[config.mk]
export PLATFORM = sky130hd
export DESIGN_NAME = int_top_reg_tx_flat
export DESIGN_NICKNAME = d
export VERILOG_FILES = /design/src/rtl/int_top_reg_tx_if.sv /design/src/rtl/int_top_reg_tx.sv /design/src/flat_wrapper.sv
export SDC_FILE = /design/constraint.sdc
export NUM_CORES = 1
export LEC_CHECK = 0
export CAP_MARGIN = 15
export CORE_MARGIN = 2
export CORE_UTILIZATION = 50
export CTS_CLUSTER_DIAMETER = 200
export DETAILED_ROUTE_END_ITERATION = 12
export GPL_TIMING_DRIVEN = 0
export PLACE_DENSITY = 0.75
export SLEW_MARGIN = 20
export SYNTH_ARGS = -nofsm -noshare
export SYNTH_HDL_FRONTEND = slang
export SYNTH_SLANG_ARGS = --single-unit
[constraint.sdc]
create_clock -name tb_clk -period 2.3 [get_ports tb_clk]
set_clock_uncertainty 0.2 [all_clocks]
set_input_delay 0.575 -clock tb_clk [delete_from_list [all_inputs] [get_ports tb_clk]]
set_output_delay 0.575 -clock tb_clk [all_outputs]
set_load 0.01 [all_outputs]
[src/rtl/int_top_reg_tx_if.sv]
// Handshake and line signals between the message source and the UART transmitter.
// The master side supplies the request and byte; the slave side reports status and drives the line.
interface int_top_reg_tx_if;
    logic       tb_ready;
    logic [7:0] tb_msg;
    logic [7:0] tb_tx_byte;
    logic       tb_tx_ctrl;
    logic       tb_transmit_ready;
    logic       tb_tx_serial;
    logic       tb_blue;

    modport master (
        output tb_ready, tb_msg,
        input  tb_tx_byte, tb_tx_ctrl, tb_transmit_ready, tb_tx_serial, tb_blue
    );

    modport slave (
        input  tb_ready, tb_msg,
        output tb_tx_byte, tb_tx_ctrl, tb_transmit_ready, tb_tx_serial, tb_blue
    );
endinterface

[src/rtl/int_top_reg_tx.sv]
// Message register feeding an 8N1 UART transmitter; frames repeat while tb_ready stays high.
// Optional even-parity bit between data and stop is enabled by defining UART_TX_PARITY_EN.
module int_top_reg_tx #(
    parameter int CLKS_PER_BIT = 10
) (
    input  logic             tb_clk,
    input  logic             tb_nRst,
    int_top_reg_tx_if.slave  bus
);

    localparam logic [15:0] LAST_CLK = 16'(CLKS_PER_BIT - 1);

`ifdef UART_TX_PARITY_EN
    typedef enum logic [2:0] {IDLE, START, DATA, PARITY, STOP} state_t;
`else
    typedef enum logic [1:0] {IDLE, START, DATA, STOP} state_t;
`endif

    state_t      state;
    logic [15:0] clk_cnt;
    logic [2:0]  bit_idx;
    logic [7:0]  shift_reg;
    logic        bit_done;
`ifdef UART_TX_PARITY_EN
    logic        parity_bit;
`endif

    assign bit_done = (clk_cnt == LAST_CLK);

    // Capture only while the transmitter is idle and no start pulse is pending,
    // so a byte is never loaded twice for the same frame.
    always_ff @(posedge tb_clk) begin
        // NOTE: state uses non-blocking assignments so every register samples pre-edge values.
        if (tb_nRst) begin
            bus.tb_tx_byte <= 8'h00;
            bus.tb_tx_ctrl <= 1'b0;
        end else if (bus.tb_ready && bus.tb_transmit_ready && !bus.tb_tx_ctrl) begin
            bus.tb_tx_byte <= bus.tb_msg;
            bus.tb_tx_ctrl <= 1'b1;
        end else begin
            bus.tb_tx_ctrl <= 1'b0;
        end
    end

    always_ff @(posedge tb_clk) begin
        // NOTE: the data shift register is reset too; it is a handful of flops, not a memory array.
        if (tb_nRst) begin
            state                 <= IDLE;
            clk_cnt               <= 16'd0;
            bit_idx               <= 3'd0;
            shift_reg             <= 8'h00;
            bus.tb_tx_serial      <= 1'b1;
            bus.tb_transmit_ready <= 1'b1;
            bus.tb_blue           <= 1'b0;
`ifdef UART_TX_PARITY_EN
            parity_bit            <= 1'b0;
`endif
        end else begin
            case (state)
                IDLE: begin
                    clk_cnt <= 16'd0;
                    bit_idx <= 3'd0;
                    if (bus.tb_tx_ctrl) begin
                        shift_reg             <= bus.tb_tx_byte;
`ifdef UART_TX_PARITY_EN
                        parity_bit            <= ^bus.tb_tx_byte;
`endif
                        state                 <= START;
                        bus.tb_tx_serial      <= 1'b0;
                        bus.tb_transmit_ready <= 1'b0;
                        bus.tb_blue           <= 1'b0;
                    end
                end

                START: begin
                    if (bit_done) begin
                        clk_cnt          <= 16'd0;
                        state            <= DATA;
                        bus.tb_tx_serial <= shift_reg[0];
                    end else begin
                        clk_cnt <= clk_cnt + 16'd1;
                    end
                end

                DATA: begin
                    if (bit_done) begin
                        clk_cnt <= 16'd0;
                        if (bit_idx == 3'd7) begin
`ifdef UART_TX_PARITY_EN
                            state            <= PARITY;
                            bus.tb_tx_serial <= parity_bit;
`else
                            state            <= STOP;
                            bus.tb_tx_serial <= 1'b1;
`endif
                        end else begin
                            // Shift first, then present the next LSB on the line.
                            bit_idx          <= bit_idx + 3'd1;
                            shift_reg        <= {1'b0, shift_reg[7:1]};
                            bus.tb_tx_serial <= shift_reg[1];
                        end
                    end else begin
                        clk_cnt <= clk_cnt + 16'd1;
                    end
                end

`ifdef UART_TX_PARITY_EN
                PARITY: begin
                    if (bit_done) begin
                        clk_cnt          <= 16'd0;
                        state            <= STOP;
                        bus.tb_tx_serial <= 1'b1;
                    end else begin
                        clk_cnt <= clk_cnt + 16'd1;
                    end
                end
`endif

                STOP: begin
                    if (bit_done) begin
                        clk_cnt               <= 16'd0;
                        state                 <= IDLE;
                        bus.tb_transmit_ready <= 1'b1;
                        bus.tb_blue           <= 1'b1;
                    end else begin
                        clk_cnt <= clk_cnt + 16'd1;
                    end
                end

                default: state <= IDLE;
            endcase
        end
    end

endmodule

[src/flat_wrapper.sv]
// flat-port wrapper written by rule: the top's interface ports become plain ports
module int_top_reg_tx_flat 
#(
    parameter int CLKS_PER_BIT = 10
)
  (tb_clk, tb_nRst, bus_tb_ready, bus_tb_msg, bus_tb_tx_byte, bus_tb_tx_ctrl, bus_tb_transmit_ready, bus_tb_tx_serial, bus_tb_blue);
  int_top_reg_tx_if bus_i ();
  input  logic tb_clk;
  input  logic tb_nRst;
  input wire logic [$bits(bus_i.tb_ready)-1:0] bus_tb_ready;
  input wire logic [$bits(bus_i.tb_msg)-1:0] bus_tb_msg;
  output wire logic [$bits(bus_i.tb_tx_byte)-1:0] bus_tb_tx_byte;
  output wire logic [$bits(bus_i.tb_tx_ctrl)-1:0] bus_tb_tx_ctrl;
  output wire logic [$bits(bus_i.tb_transmit_ready)-1:0] bus_tb_transmit_ready;
  output wire logic [$bits(bus_i.tb_tx_serial)-1:0] bus_tb_tx_serial;
  output wire logic [$bits(bus_i.tb_blue)-1:0] bus_tb_blue;
  assign bus_i.tb_ready = bus_tb_ready;
  assign bus_i.tb_msg = bus_tb_msg;
  assign bus_tb_tx_byte = bus_i.tb_tx_byte;
  assign bus_tb_tx_ctrl = bus_i.tb_tx_ctrl;
  assign bus_tb_transmit_ready = bus_i.tb_transmit_ready;
  assign bus_tb_tx_serial = bus_i.tb_tx_serial;
  assign bus_tb_blue = bus_i.tb_blue;
  int_top_reg_tx #(.CLKS_PER_BIT(CLKS_PER_BIT)) u_core (.tb_clk(tb_clk), .tb_nRst(tb_nRst), .bus(bus_i));
endmodule
# Yosys cells after proc, flatten, opt, wreduce, memory -nomap -nowiden
# Cells that the tools add are included.
totals:
  out_inout_bits: 12
  regBits: 41
  in_bits: 11
op_classes:
  eq_ne: 11
  reduce_logical: 13
  mux: 23
  add_sub_neg: 2
ops:
  columns: ["op", "n"]
  rows:
  - ["case mux 16 bit (2 select lines)", 1]
  - ["two-way mux 8 bit", 3]
  - ["adder 16 x 1 -> 16 bit, second input constant", 1]
  - ["equality test 16 x 4 -> 1 bit, second input constant", 1]
  - ["two-way mux 16 bit", 1]
  - ["case mux 8 bit (2 select lines)", 1]
  - ["two-way mux 2 bit", 5]
  - ["!= test 2 x 1 -> 1 bit, second input constant", 5]
  - ["case mux 2 bit (4 select lines)", 1]
  - ["AND reduction 4 bit", 2]
  - ["two-way mux 1 bit", 6]
  - ["two-way mux 3 bit", 2]
  - ["case mux 3 bit (2 select lines)", 1]
  - ["AND reduction 3 bit", 2]
  - ["AND reduction 5 bit", 1]
  - ["equality test 2 bit, second input constant", 2]
  - ["nonzero test 2 bit", 2]
  - ["adder 3 x 1 -> 3 bit, second input constant", 1]
  - ["equality test 3 bit, second input constant", 1]
  - ["case mux 1 bit (3 select lines)", 1]
  - ["nonzero test 3 bit", 1]
  - ["OR reduction 3 bit", 1]
  - ["equality test 2 x 1 -> 1 bit, second input constant", 1]
  - ["logical AND 1 bit", 2]
  - ["4 further kinds", 4]

# Longest topological paths before layout
# Gate-level depths: netlist of the first run.
logic_depth:
  depth_word: 4
  mapped_depth: 8
  ltp_nobuf: 6

# Worst setup path before layout of the first run
# Ideal clock, no wire load.
synth_path:
  kind: "flip-flop to flip-flop"
  from: "register u_core.clk_cnt[0]"
  to: "register u_core.bit_idx[0]"
  setup_slack_ns: 0.118
  t_arrival_ns: 1.912
  synth_period_minus_slack_ns: 2.182
  setup_time_ns: 0.070
  required_time_ns: 2.030
  path_buffers: 0
  path_stages_with_launch: 6
  cell_sequence: "dfxtp_1 > ha_1 > or4b_1 > or4_4 > or3_1 > a21oi_1"
synth_between:
  elab_chain_len: 3
synth_rtl:
  columns: ["item", "line", "source"]
  rows:
  - ["start: declaration", "int_top_reg_tx.sv:20", "logic [15:0] clk_cnt;"]
  - ["start signal: assignment", "int_top_reg_tx.sv:81", "clk_cnt <= clk_cnt + 16'd1;"]
  - ["start signal: assignment", "int_top_reg_tx.sv:103", "clk_cnt <= clk_cnt + 16'd1;"]
  - ["start signal: assignment", "int_top_reg_tx.sv:126", "clk_cnt <= clk_cnt + 16'd1;"]
  - ["equality test 16 x 4 -> 1 bit", "int_top_reg_tx.sv:28", "assign bit_done = (clk_cnt == LAST_CLK);"]
  - ["!= test 2 x 1 -> 1 bit (no line)", null, null]
  - ["AND reduction 3 bit (no line)", null, null]
  - ["end signal: assignment", "int_top_reg_tx.sv:98", "bit_idx <= bit_idx + 3'd1;"]
  - ["end: declaration", "int_top_reg_tx.sv:21", "logic [2:0] bit_idx;"]
# Every way passes these cells.
# A chain may end at the register's enable or synchronous reset.

# Final worst setup path of the first run
layout_path:
  from: "register u_core.clk_cnt[1]"
  to: "register u_core.bit_idx[0]"
# The elaborated chain is that of the path after synthesis.

==> run metrics, run 1 <==
status finished clean; worst min path class reg2reg; CTS root buffer clkbuf_8; Rows 23; ys flop type dfxtp_1; period utilization 97.0%; Post-Synth XOR/XNOR Area 3.93%; Combinational Power Share 28.3%; mux contribution to synthesized area 12.9%; initial core utilization 51.2%; DRT iter0 DRCs 121; first-pass GRT wire length 6.75 mm; synth unique cells 39; CTS tree done; Crit. Startpoint u_core.clk_cnt[1]; area share of fa/ha/maj cells after synthesis 5.62%; Lkg Pwr 0.925 nW; Final setup violation count 0; Yosys reg bits 41; Sink Count 41; vias per cell 5.32; # DRC 0; setup ws final 0.0701 ns; Seq/Total Area, Yosys 40.9%; f_max 0.448 GHz; clock-pin slew on the worst setup and hold paths 0.08 ns; pre-CTS setup slack -0.209 ns; synthesized area per cell 9.19 sq um; Routed Antenna Nets 0; Cell Int Power 1.22 mW; R2R Path End u_core.bit_idx[0]; clock power share 26.8%; hold slack 0.285 ns; r2r worst-path depth 6; vias 1613; area leader, netlist dfxtp_1; post-synthesis cell count 218; Fin. Hold Viols 0; Synth area leaders dfxtp_1 41%, mux2i_1 9.0%, nor2_1 6.2%, ha_1 5.6%, mux2_2 3.9%; kind of critical path reg2reg; fillers 351; Post-Synth Simple-Gate Area 25.9%; EDFF count, synth 0; CTS Buf Count 5; average wire per standard cell 13.4 microns; combinational family with the most area after synthesis simple AND/OR/NAND/NOR gates; share of layout cells above drive strength 1 17.4%; hpwl dp 2.78 mm; H-tree depth 2; slack of the worst reg-to-reg path 0.07 ns; element type at the critical path end flip-flop; vias in the first global route 1456; final global-route overflow total 0; Area Overhead vs Synth 23.7%; register share of total power 44.9%; Cell Area, Synth 0.00200 sq mm; worst vdd ir 0.571 mV; crit path time final 2.23 ns; DR pass1 iterations 4; Slew @ Worst Pin 0.649 ns; crit path capture u_core.bit_idx[0]; I/O pin cnt 23; post-synth net total 238; Slew Limit Fails 0; IO Port Bufs 21; Sw Pwr 0.573 mW; Routability Congestion 0.807; Post-Route WL 4.06 mm; Worst R2R Start u_core.clk_cnt[1]; die area 0.00453 sq mm; max FFs per register 16; startpoint types flip-flop; antenna violations before repair 0; largest net degree at the start of global routing 15; crit-path max FO 3; Die Y 67.3 microns; max_cap viols 0; Switching Share 32.0%; antenna cell count 0; core area 0.00391 sq mm; Horiz. Die Dim 67.3 microns; CP Data Arrival Time 2.27 ns; worst-skew pair later-pin latency 0.30 ns; relative slew slack 56.7%; Synth Area in Compound Gates 8.11%; Yosys warnings 0; critical path data required time 2.34 ns; PD cells 723 mW/mm^2; share of flip-flops with an asynchronous set or reset 0%; Hold Buf Count CTS 0; Final nets 272; share of the synthesized area in the top cell type 40.9%; Clock Path Buffers 2; Overall Global Routing Usage 19.9%
==> power by group through the flow <==
| stage | Clock, mW | Combinational [mW] | Sequential [mW] |
|---|---|---|---|
| after floorplan | 0 | 0.306 | 0.819 |
| after global placement | 0 | 0.445 | 0.814 |
| after detailed placement | 0 | 0.449 | 0.818 |
| after CTS | 0.492 | 0.460 | 0.802 |
| after global routing | 0.523 | 0.563 | 0.814 |
| final | 0.481 | 0.508 | 0.804 |
==> critical path, cell delays in order (launching register included) <==
cell	delay, ns
dfxtp_2	0.34
inv_2	0.06
ha_4	0.11
or4b_4	0.46
or4_4	0.55
or3_4	0.34
a21oi_2	0.11
==> placed cells by master (no fill, tap or decap), types with 3 or more instances in the layout <==
master           Yosys  layout
dfxtp_1             41      35
nor2_1              33      33
clkdlybuf4s50_1      0      21
mux2i_1             18      18
a21oi_1             11      10
nor2b_1              9       9
nand3_1              9       9
nand2_1              9       9
ha_1                 9       8
mux2_2               7       7
o21ai_0              6       6
buf_4                0       6
clkbuf_1             6       5
nand2b_1             6       5
or3_1                6       5
xor2_1               5       5
clkbuf_8             0       5
dfxtp_2              0       5
nand4_1              4       4
xnor2_1              4       4
inv_1                4       3
nor4_1               3       3
o211ai_1             3       3
clkinvlp_4           0       3
==> final cells by class <==
| cell class | count | area [sq um] | share of cell area [%] |
|---|---|---|---|
| multi-input combinational | 164 | 1170 | 47.3 |
| sequential | 41 | 831 | 33.5 |
| clock buffer | 5 | 68.8 | 2.78 |
| clock inverter | 3 | 22.5 | 0.909 |
| tap | 50 | 62.6 | 2.52 |
| buffer | 8 | 40.0 | 1.62 |
| inverter | 4 | 15.0 | 0.606 |
| timing repair buffer | 28 | 267 | 10.8 |
==> metrics by stage <==
step	instances	util (%)	TNS [ns]	area [sq um]	total power, mW
floorplan	218	-	0	2000	1.13
global placement	289	58.2	-2.08	2280	1.26
detailed placement	289	58.2	-2.33	2280	1.27
CTS	300	61.3	0	2400	1.75
global route	303	63.3	-0.0441	2480	1.90
finish	303	63.3	0	2480	1.79
==> worst min-delay path by stage <==
stage | start | endpoint | slack [ns] | depth (start not counted)
2_1_floorplan | u_core.clk_cnt[0] | u_core.clk_cnt[0] | 0.24 | 1
3_3_place_gp | u_core.clk_cnt[0] | u_core.clk_cnt[0] | 0.26 | 1
3_5_place_dp | u_core.clk_cnt[15] | u_core.clk_cnt[15] | 0.27 | 2
4_1_cts | u_core.clk_cnt[0] | u_core.clk_cnt[0] | 0.26 | 1
5_1_grt | u_core.clk_cnt[15] | u_core.clk_cnt[15] | 0.31 | 2
6_report | u_core.clk_cnt[15] | u_core.clk_cnt[15] | 0.28 | 2
==> repair_timing <==
action	CTS	global route
buffers inserted	3	4
endpoints found under the hold margin	0	0
resized for setup	3	17
pin swaps	1	5
endpoints found under the setup margin	18	21
==> metal layers <==
| metal | part of all wire [%] | track usage [%] | routed length, microns |
|---|---|---|---|
| met5 | 0 | 0 | 0 |
| met4 | 1.8 | 7.65 | 74 |
| met3 | 3.2 | 5.17 | 129 |
| met2 | 47 | 31.3 | 1900 |
| met1 | 48 | 26.1 | 1950 |
==> logic make-up after synthesis <==
logic type	count (synthesis)
buffers and inverters	13
AND/OR/NAND/NOR	94
multiplexers	25
adder cells (fa/ha/maj)	9
AO/OA/AOI/OAI	27
XOR/XNOR	9
flip-flops	41
==> Yosys cell counts, drive strengths merged, types with 3 or more instances <==
library cell  count
xnor2             4
or4               4
clkbuf            7
nor4              4
inv               4
nand2             9
o211ai            3
mux2              7
nand2b            6
mux2i            18
nand3             9
nor2b             9
xor2              5
nand4             4
ha                9
nor2             33
dfxtp            41
o21ai             6
a21oi            11
or3               7
Note: power is estimated with default switching activity, not from simulation.
==> run 2: changes to the inputs <==
--- a/config.mk
+++ b/config.mk
@@ -6,12 +6,13 @@
 export NUM_CORES = 1
 export LEC_CHECK = 0
 export CAP_MARGIN = 15
-export CORE_MARGIN = 2
+export CORE_MARGIN = 4
 export CORE_UTILIZATION = 50
 export CTS_CLUSTER_DIAMETER = 200
 export DETAILED_ROUTE_END_ITERATION = 12
 export GPL_TIMING_DRIVEN = 0
 export PLACE_DENSITY = 0.75
+export REMOVE_ABC_BUFFERS = 1
 export SLEW_MARGIN = 20
 export SYNTH_ARGS = -nofsm -noshare
 export SYNTH_HDL_FRONTEND = slang
==> run 2 against run 1 <==
Net effect:
- sequential share of layout area is 0.62 points higher
- critical path depth decreased by 2
- via count down 2.4%
- setup slack got worse by 0.015 ns
- register-to-register slack is essentially flat
- clock power is 22% higher
- total power grew 3.3%
- first-iteration DRC count down 40%
- largest power group unchanged
==> run metrics, run 2 (synthesis gave the netlist of run 1 again) <==
Final nets 262; Clock Path Buffers 2; Post-Route WL 3.78 mm; max_cap viols 0; setup TNS 0 ns; multi-input logic area 0.00116 sq mm; die area 0.00509 sq mm; Horiz. Die Dim 71.3 microns; Final Total Pwr 1.85 mW; Slew @ Worst Pin 0.597 ns; hpwl dp 2.56 mm; crit-path max FO 5; kind of critical path reg2reg; Fin. Hold Viols 0; crit path time final 2.24 ns; Routability Congestion 0.758; RSZ-0062 raised after global routing true; Die Y 71.3 microns; CTS tree done; element type at the critical path end flip-flop; DRT iter0 DRCs 72; vias in the first global route 1569; largest net degree at the start of global routing 37; antenna cell count 0; vias per cell 5.41; first-pass GRT wire length 6.73 mm; Final setup violation count 0; PD cells 764 mW/mm^2; CTS Buf Count 5; I/O pin cnt 23; vias 1574; final global-route overflow total 0; Overall Global Routing Usage 16.2%; average wire per standard cell 13.0 microns; initial core utilization 53.2%; # DRC 0; share of layout cells above drive strength 1 13.6%; Rows 22; antenna violations before repair 0; Slew Limit Fails 0; Sink Count 41; IO Port Bufs 22; startpoint types flip-flop; worst min path class reg2reg; worst vdd ir 0.561 mV; most frequent cells in the layout 37 x dfxtp_1, 33 x nor2_1, 21 x clkdlybuf4s50_1; Sequential Area 828 sq um; DR pass1 iterations 4; f_max 0.446 GHz; period utilization 97.6%; Area Overhead vs Synth 21.0%; Routed Antenna Nets 0; critical path data required time 2.33 ns; commonest non-fill, non-tap cell in the layout dfxtp_1; CP Data Arrival Time 2.27 ns; fillers 318; core area 0.00377 sq mm; relative slew slack 60.2%; max FFs per register 16; worst-skew pair later-pin latency 0.29 ns; CTS root buffer clkbuf_8; status finished clean; final core occ 64.3%; clock-pin slew on the worst setup and hold paths 0.08 ns; H-tree depth 2; Lkg Pwr 0.913 nW; Post-Layout Cell Count 291; dpl cells 279
-- run 2: cell types whose count changed in the layout (fill, tap and decap cells not counted), sizes merged --
cell      previous run  this run
clkinvlp             3         0
buf                  9         5
bufinv               0         1
clkbuf              11         7
-- run 2: timing repair --
item,in CTS,in global routing
hold buffers,0,0
endpoints found under the setup margin,24,11
buffers inserted,4,0
resized for setup,4,7
pin swaps,1,0
-- run 2: through the flow --
step / worst slack [ns] / hold slack, ns / cell area, sq um
after floorplan: 0.118 / 0.244 / 1970
after global placement: -0.676 / 0.261 / 2250
after detailed placement: -0.687 / 0.269 / 2250
after CTS: 0.0184 / 0.280 / 2400
after global routing: -0.0233 / 0.274 / 2430
final: 0.0556 / 0.242 / 2430
-- run 2: critical path, cell delays in order, from the launching register on --
cell and delay, ns:
dfxtp_2 0.35, or4b_4 0.57, or4_4 0.57, or3_1 0.36
a21oi_1 0.13
-- run 2: worst paths after layout --
path                       end  cells past startpoint  slack (ns)              start
max          u_core.bit_idx[0]                      4        0.06  u_core.clk_cnt[9]
min          u_core.clk_cnt[0]                      1        0.24  u_core.clk_cnt[0]
min reg2reg  u_core.clk_cnt[0]                      1        0.24  u_core.clk_cnt[0]
max reg2reg  u_core.bit_idx[0]                      4        0.06  u_core.clk_cnt[9]
-- run 2: where the power goes --
part / leakage, nW / internal, mW / total (mW) / switching [mW]
combinational: 0.519 / 0.217 / 0.456 / 0.239
clock: 0.0585 / 0.354 / 0.589 / 0.236
sequential: 0.335 / 0.762 / 0.807 / 0.0448
-- run 2: cell type report --
| class | count | share of cell area [%] |
|---|---|---|
| Clock inverter | 1 | 1.24 |
| Clock buffer | 7 | 3.56 |
| Inverter | 4 | 0.619 |
| Multi-Input combinational cell | 164 | 47.9 |
| Tap cell | 48 | 2.48 |
| Sequential cell | 41 | 34.1 |
| Timing Repair Buffer | 26 | 10.1 |
-- run 2: layer usage --
metal	wire, microns	GRT usage, %	vias up	share of wire (%)
met3	106	4.77	8	2.8
li1	-	-	814	-
met2	1770	26.7	20	47
met1	1830	19.7	732	48
met5	0	0	-	0
met4	77	6.47	0	2.0
